--- src/rtl/fetch_pkg.sv ---
// Shared types and defaults for the instruction fetch sequencer.
// Holds the run-state encoding and the default ROM address width.
package fetch_pkg;

    localparam int FETCH_A_DEFAULT = 10;

    typedef enum logic [1:0] {
        IDLE = 2'd0,
        RUN  = 2'd1,
        HALT = 2'd2
    } fetch_state_t;

endpackage

--- src/rtl/fetch_sequencer_pc_next.sv ---
// Next-PC candidates: branch target (absolute or relative) and PC+1.
// Latency: combinational. Backpressure: none; the caller picks which candidate to use.
// at_end flags the last ROM word so the caller can fault instead of wrapping.
module fetch_sequencer_pc_next #(
    parameter int A = fetch_pkg::FETCH_A_DEFAULT
) (
    input  logic [A-1:0] pc,
    input  logic         branch_abs,
    input  logic [A-1:0] target,
    output logic [A-1:0] branch_pc,
    output logic [A-1:0] inc_pc,
    output logic         at_end
);

    localparam logic [A-1:0] ONE = {{(A-1){1'b0}}, 1'b1};

    // A relative branch wraps mod 2**A; an A-bit add gives that for free.
    always_comb begin
        branch_pc = branch_abs ? target : pc + target;
        inc_pc    = pc + ONE;
        at_end    = &pc;
    end

endmodule

--- src/rtl/fetch_sequencer.sv ---
// PC and fetch-control FSM; optional InstCount perf counter under FETCH_PERF_EN.
// Latency: Start, branch and increment are visible on InstAddress one cycle later.
// Backpressure: Stall holds the PC for the cycle; Halt ends the run with Done one cycle later.
module fetch_sequencer
    import fetch_pkg::*;
#(
    parameter int A = FETCH_A_DEFAULT
) (
    input  logic         Clk,
    input  logic         Reset_n,
    input  logic         Start,
    input  logic [A-1:0] StartAddr,
    input  logic         Stall,
    input  logic         Halt,
    input  logic         BranchEn,
    input  logic         BranchAbs,
    input  logic [A-1:0] Target,
    output logic [A-1:0] InstAddress,
`ifdef FETCH_PERF_EN
    output logic [31:0]  InstCount,
`endif
    output logic         Fetching,
    output logic         Done,
    output logic         Fault
);

    fetch_state_t state_q, state_d;
    logic [A-1:0] pc_q, pc_d;
    logic         fault_q, fault_d;
    logic [A-1:0] branch_pc;
    logic [A-1:0] inc_pc;
    logic         at_end;
    logic         advance;

    fetch_sequencer_pc_next #(.A(A)) u_pc_next (
        .pc        (pc_q),
        .branch_abs(BranchAbs),
        .target    (Target),
        .branch_pc (branch_pc),
        .inc_pc    (inc_pc),
        .at_end    (at_end)
    );

    always_comb begin
        state_d = state_q;
        pc_d    = pc_q;
        fault_d = fault_q;
        advance = 1'b0;
        case (state_q)
            IDLE: begin
                if (Start) begin
                    state_d = RUN;
                    pc_d    = StartAddr;
                end
            end
            RUN: begin
                if (Halt) begin
                    state_d = HALT;
                end else if (!Stall) begin
                    advance = 1'b1;
                    if (BranchEn) begin
                        pc_d = branch_pc;
                    end else if (at_end) begin
                        // Running off the end of the ROM stops the run rather than wrapping.
                        fault_d = 1'b1;
                        state_d = HALT;
                    end else begin
                        pc_d = inc_pc;
                    end
                end
            end
            HALT: begin
                if (Start) begin
                    state_d = RUN;
                    pc_d    = StartAddr;
                    fault_d = 1'b0;
                end
            end
            default: state_d = IDLE;
        endcase
    end

    always_ff @(posedge Clk or negedge Reset_n) begin
        if (!Reset_n) begin
            state_q <= IDLE;
            pc_q    <= '0;
            fault_q <= 1'b0;
        end else begin
            state_q <= state_d;
            pc_q    <= pc_d;
            fault_q <= fault_d;
        end
    end

`ifdef FETCH_PERF_EN
    logic [31:0] count_q, count_d;
    logic        start_acc;

    assign start_acc = Start && (state_q != RUN);

    always_comb begin
        count_d = count_q;
        if (start_acc) begin
            count_d = '0;
        end else if (advance && (count_q != 32'hFFFF_FFFF)) begin
            count_d = count_q + 32'd1;
        end
    end

    always_ff @(posedge Clk or negedge Reset_n) begin
        if (!Reset_n) begin
            count_q <= '0;
        end else begin
            count_q <= count_d;
        end
    end

    assign InstCount = count_q;
`endif

    assign InstAddress = pc_q;
    assign Fetching    = (state_q == RUN);
    assign Done        = (state_q == HALT);
    assign Fault       = fault_q;

endmodule

--- config.mk ---
export PLATFORM = sky130hd
export DESIGN_NAME = fetch_sequencer
export DESIGN_NICKNAME = d
export VERILOG_FILES = /design/src/rtl/fetch_pkg.sv /design/src/rtl/fetch_sequencer_pc_next.sv /design/src/rtl/fetch_sequencer.sv
export SDC_FILE = /design/constraint.sdc
export NUM_CORES = 1
export LEC_CHECK = 0
export ABC_AREA = 1
export CAP_MARGIN = 20
export CORE_MARGIN = 2
export CORE_UTILIZATION = 45
export CTS_CLUSTER_DIAMETER = 200
export DETAILED_ROUTE_END_ITERATION = 6
export PLACE_DENSITY_LB_ADDON = 0.25
export SYNTH_ARGS = -nofsm -noshare
export SYNTH_HDL_FRONTEND = slang
export SYNTH_SLANG_ARGS = --single-unit
--- constraint.sdc ---
create_clock -name Clk -period 4.3 [get_ports Clk]
set_input_delay 0.645 -clock Clk [delete_from_list [all_inputs] [get_ports Clk]]
set_output_delay 0.645 -clock Clk [all_outputs]
set_load 0.05 [all_outputs]
==> results of run 1 <==
## registers in the layout, summed over array words and instances (netlist names)
signal,count
state_q,2
InstAddress,10
Fault,1
## path summary, 6_finish.rpt
check / from / end / slack (ns) / depth (start not counted)
hold reg to reg: Fault / Fault / 0.49 / 2
setup reg to reg: InstAddress[0] / InstAddress[8] / 2.22 / 12
min in group asynchronous: Reset_n / InstAddress[3] / 0.74 / 1
hold / removal: Fault / Fault / 0.49 / 2
max in group asynchronous: Reset_n / InstAddress[8] / 3.15 / 1
setup / recovery: state_q[0] / Fetching / 1.60 / 3
## final cells by class
cell class	instances	area, µm²
fill	348	1330
multi-input combinational	215	1070
inverter	29	109
timing repair buffer	39	390
tap	46	57.6
clock buffer	4	26.3
sequential	13	325
## per-stage QoR
stage / cells / power (W) / cell area (µm²) / hold slack, ns
floorplan: 263 / 0.000972 / 1540 / 0.349
global placement: 342 / 0.00121 / 1950 / 0.483
detailed placement: 342 / 0.00122 / 1950 / 0.481
CTS: 346 / 0.00131 / 1980 / 0.502
global route: 346 / 0.00144 / 1980 / 0.519
finish: 346 / 0.00131 / 1980 / 0.495
## Yosys cell counts
| cell | number |
|---|---|
| nand4_4 | 1 |
| o21a_1 | 1 |
| a21oi_1 | 18 |
| nand3_1 | 18 |
| buf_2 | 3 |
| buf_8 | 1 |
| nand2_2 | 1 |
| o21ai_1 | 1 |
| o31ai_1 | 1 |
| xor2_1 | 5 |
| nor3_1 | 3 |
| o211ai_1 | 1 |
| inv_1 | 28 |
| ha_1 | 10 |
| o31ai_2 | 1 |
| nor3_2 | 1 |
| nand4_1 | 2 |
| clkbuf_1 | 2 |
| o21ai_0 | 14 |
| fa_1 | 1 |
| xnor2_1 | 2 |
| nand2_1 | 91 |
| clkinv_1 | 1 |
| o21ai_2 | 1 |
| dfrtp_1 | 13 |
| nor2_1 | 41 |
| nor2_2 | 1 |
## power by group
part / internal, W / leakage [nW] / switching [W]
Combinational: 0.000339 / 0.803 / 0.000595
Sequential: 0.000177 / 0.160 / 0.000121
Clock: 0.0000361 / 0.0150 / 0.0000435
## worst reg2reg max path, stage by stage, from the launching register on
cell and delay [ns]:
dfrtp_1 0.51, ha_1 0.29, fa_1 0.41, nand3_1 0.10, nand2_1 0.11, nand2_1 0.12, nand2_1 0.07, nand2_1 0.06
nand3_1 0.06, nand2_1 0.09, nand2_1 0.05, nand2_1 0.06, nand2_1 0.04
## cells by family (layout without fill, tap and decap cells)
| logic type | count (synthesis) | in the layout | synth area share (%) |
|---|---|---|---|
| AND/OR/NAND/NOR | 159 | 159 | 42.5 |
| AO/OA/AOI/OAI | 38 | 38 | 13.5 |
| buffers and inverters | 35 | 72 | 9.48 |
| flip-flops | 13 | 13 | 21.1 |
| adder cells (fa/ha/maj) | 11 | 11 | 9.40 |
| XOR/XNOR | 7 | 7 | 3.97 |
## metal layers
layer,routed length [µm],share of wire (%)
met5,0,0
met3,230,5.6
met1,1980,48
met2,1830,45
met4,45,1.1
==> summary.txt, run 1 <==
Synth
  • Post-synth cell types: 27
  • Mapped Nets: 301
  • Yosys Warn Count: 0
  • Register area share after synthesis: 21.1%
  • Top cell type's share of synthesized area: 22.1%
  • Seq cells post-synth: 13
  • Syn Std Cell Area: between 1500 and 2000 µm²
  • Mapped Cells: 263
  • Syn_area_per_cell: 5.87 µm²
  • Top cells by area, synth: nand2_1 (22%), dfrtp_1 (21%), nor2_1 (10%)
  • Post-synth top area cell: nand2_1

GRT
  • Grt met3 use: 2.52%
  • Gr usage total: between 20 and 25%
  • Vias in the first global route: about 1500
  • GR Util met1: 29.4%
  • GRT overflow: 0
  • Initial antenna violation count: 0
  • Largest net degree at the start of global routing: 19
  • GRT met2 Usage: between 30% and 40%
  • First-pass GRT wire length: just under 7000 µm
  • Grt peak-use layer: met2

Cells and area
  • Final Net Count: around 340
  • Share of cells above drive strength 1: 3.00%
  • Most common cell after layout, fill and taps aside: nand2_1
  • # diodes: 0
  • Util after Layout: 59.8%
  • Most frequent cells in the layout: nand2_1 (91), nor2_1 (41), clkdlybuf4s50_1 (39)
  • Layout Area Growth over Synthesis: 28.3%

CTS
  • Clk slew on worst S/H paths: 0.08 ns
  • CTS root buffer: clkbuf_4
  • Post-CTS Setup Repair Bufs: 0
  • CTS Buffer Depth: 2
  • Count of hold-fix buffers inserted at cts: 0
  • Number of buffers created by CTS: 3
  • Clock sink total: 13
  • Worst-Skew Late Latency: 0.29 ns
  • CTS tree: yes
  • CTS H-tree lvls: 1
  • Post-cts gate resize count: 0

Power and ir drop
  • Pwr dens: 662 nW/µm²
  • Peak VDD IR: 0.507 mV
  • P_leak: 0.978 nW

Worst setup path
  • Startpoint class of the critical path: flop
  • CP Data Required Time: 3.65 ns
  • Biggest cell delay along the critical path: between 0.8 and 0.9 ns
  • Max FO, Critical Path: 15
  • CP bufs+invs: 2
  • Worst EP arrival: 2.05 ns
  • Cell family with most CP delay: buffers and inverters
  • Critical-path cell list: nand2_1, inv_1, clkdlybuf4s50_1
  • Kind of critical path: flop to output pin
  • Worst setup EP type: output pin
  • Crit-path slowest cell: clkdlybuf4s50_1

STA
  • Post-route worst setup slack: approximately 1.6 ns
  • Min Tclk post-route: 2.70 ns
  • Unrepaired setup endpoints after global routing: false
  • Slew HR: 58.4%
  • Final hold viol count: 0
  • Pins Over Slew Limit: 0
  • Tcrit/Tclk final: between 60% and 70%
  • Fmax: approximately 370 MHz
  • Final setup fails: 0
  • Total negative slack: 0 ns
  • Worst-margin pin slew: a little over 0.6 ns
  • Max Clock Skew: ~0.0090 ns

Place
  • Gpl congestion: 0.923
  • HPWL Detailed: 3220 µm
  • Port bufs: 39
  • Worst slack, placed: roughly 1.7 ns

Floorplanning
  • Die Area: 3920 µm²
  • Die Ht: 62.6 µm
  • Area of the core: 3310 µm²
  • Starting Density: 46.6%
  • Die Wd: about 63 µm
  • Std cell rows: 21
  • I/O pins: 40

Detailed routing
  • Final WL: around 4000 µm
  • DRC: 0
  • DRT Pass-1 Iters: 4
  • Via count: ~1800
  • Vias per cell: 5.23
  • DR iter-0 viols: 116
  • WL/cell: 11.8 µm
  • Antenna Nets Post-Route: 0

Flow run
  • Number of max-cap violations: 0

Status
  • Outcome: completed

Min path
  • Min-delay worst type: flop to flop
Power figures use the tool's default switching activity.
==> run 2: changes to the inputs <==
- clock period: 4.3 -> 2.8 ns (I/O delays scaled with it)
==> run 2 against run 1 <==
Against the previous run:
- wire length rose by 1.6%
- worst setup slack lost 1.2 ns
- sequential power is 49% higher
- die area did not move
- final area is 0.76% higher
- sequential cell count unchanged
- total power up 53%
- hold slack got worse by 0.0040 ns
- critical path type unchanged
- critical endpoint is now Done
- largest cell class unchanged
- largest power group unchanged
==> summary.txt, run 2 (synthesized netlist as in run 1, its figures left out) <==
Status
  • Outcome: completed

Power and ir drop
  • Peak VDD IR: between 0.6 and 0.7 mV
  • P_leak: 0.988 nW
  • Pwr dens: 1010 nW/µm²

CTS
  • Post-cts gate resize count: 0
  • Clock sink total: 13
  • CTS tree: yes
  • Post-CTS Setup Repair Bufs: 0
  • CTS H-tree lvls: 1
  • CTS Buffer Depth: 2
  • Count of hold-fix buffers inserted at cts: 0
  • Clk slew on worst S/H paths: 0.08 ns
  • Worst-Skew Late Latency: 0.28 ns
  • CTS root buffer: clkbuf_4
  • Number of buffers created by CTS: 3

STA
  • Slew HR: 58.7%
  • Final setup fails: 0
  • Tcrit/Tclk final: 84.6%
  • Unrepaired setup endpoints after global routing: false
  • Min Tclk post-route: between 2 and 2.5 ns
  • Total negative slack: 0 ns
  • Post-route worst setup slack: ~0.43 ns
  • Final hold slack: slightly below 0.5 ns
  • Pins Over Slew Limit: 0
  • Max Clock Skew: 0.00358 ns
  • Worst-margin pin slew: about 0.62 ns
  • Final hold viol count: 0
  • Fmax: between 400 and 500 MHz

Worst setup path
  • Critical-path cell list: buf_4, nor2_1, clkdlybuf4s50_1
  • Crit-path slowest cell: clkdlybuf4s50_1
  • Startpoint class of the critical path: flop
  • Biggest cell delay along the critical path: approximately 0.84 ns
  • CP Data Required Time: 2.38 ns
  • Worst EP arrival: 1.95 ns
  • Kind of critical path: flop to output pin
  • Max FO, Critical Path: 9
  • Worst setup EP type: output pin

Cells and area
  • Most common cell after layout, fill and taps aside: nand2_1
  • Most frequent cells in the layout: nand2_1 (91), nor2_1 (41), clkdlybuf4s50_1 (39)
  • # diodes: 0
  • Max FFs per register: 10
  • Util after Layout: 60.3%
  • Share of cells above drive strength 1: 3.64%
  • Layout Area Growth over Synthesis: 29.3%
  • Final Net Count: around 340

Detailed routing
  • DRT Pass-1 Iters: 4
  • Vias per cell: 5.03
  • DR iter-0 viols: 113
  • WL/cell: 12.0 µm
  • Final WL: 4160 µm
  • Via count: roughly 1800
  • Antenna Nets Post-Route: 0
  • DRC: 0

GRT
  • Vias in the first global route: 1656
  • First-pass GRT wire length: 7210 µm
  • GRT overflow: 0
  • Gr usage total: 22.6%
  • Largest net degree at the start of global routing: 19
  • Initial antenna violation count: 0

Place
  • Gpl congestion: 0.882
  • HPWL Detailed: 3260 µm
  • Worst slack, placed: 0.487 ns
  • Port bufs: 39

Floorplanning
  • Die Wd: 62.6 µm
  • Die Area: 3920 µm²
  • I/O pins: 40
  • Die Ht: 62.6 µm
  • Area of the core: approximately 3300 µm²
  • Starting Density: 46.6%
  • Std cell rows: 21

Min path
  • Min-delay worst type: flop to flop

Flow run
  • Number of max-cap violations: 0
==> run 2: cell count changes in the layout (fill, tap and decap cells not counted) <==
cell / change
buf_4: +2
==> run 2: critical path: cells and delay by family (launching register included) <==
family	cells	cell delay (ns)
buffers and inverters	2	1.04
flip-flops	1	0.45
AND/OR/NAND/NOR	1	0.19
==> run 2: cell type report <==
class / instances / area [µm²]
Tap cell: 46 / 57.6
Clock buffer: 4 / 26.3
Timing Repair Buffer: 41 / 405
Multi-Input combinational cell: 215 / 1070
Inverter: 29 / 109
Fill cell: 351 / 1320
Sequential cell: 13 / 325
==> run 2: final timing paths <==
kind | start | end | slack [ns] | cells after the start
max | state_q[0] | Done | 0.43 | 3
min | Fault | Fault | 0.49 | 2
max reg2reg | InstAddress[0] | InstAddress[8] | 0.81 | 12
min reg2reg | Fault | Fault | 0.49 | 2
max in group asynchronous | Reset_n | InstAddress[6] | 1.88 | 1
min in group asynchronous | Reset_n | InstAddress[3] | 0.52 | 1
==> run 2: layer usage <==
layer	global-route usage (%)	share of wire (%)	vias up
li1	-	-	919
met1	29.6	47	789
met2	39.8	48	36
met3	2.34	3.8	7
met4	5.83	1.4	0
met5	0	0	-
==> run 2: power breakdown <==
| group | internal (W) | switching, W | total, W |
|---|---|---|---|
| clock | 0.0000553 | 0.0000648 | 0.000120 |
| combinational | 0.000530 | 0.000919 | 0.00145 |
| sequential | 0.000272 | 0.000173 | 0.000444 |
| total | 0.000857 | 0.00116 | 0.00201 |
==> run 2: stage by stage <==
step           instances  instance area [µm²]  total power [W]
3_3_place_gp         344                 1970          0.00186
2_1_floorplan        263                 1540          0.00149
5_1_grt              348                 2000          0.00221
6_report             348                 2000          0.00201
3_5_place_dp         344                 1970          0.00189
4_1_cts              348                 2000          0.00201
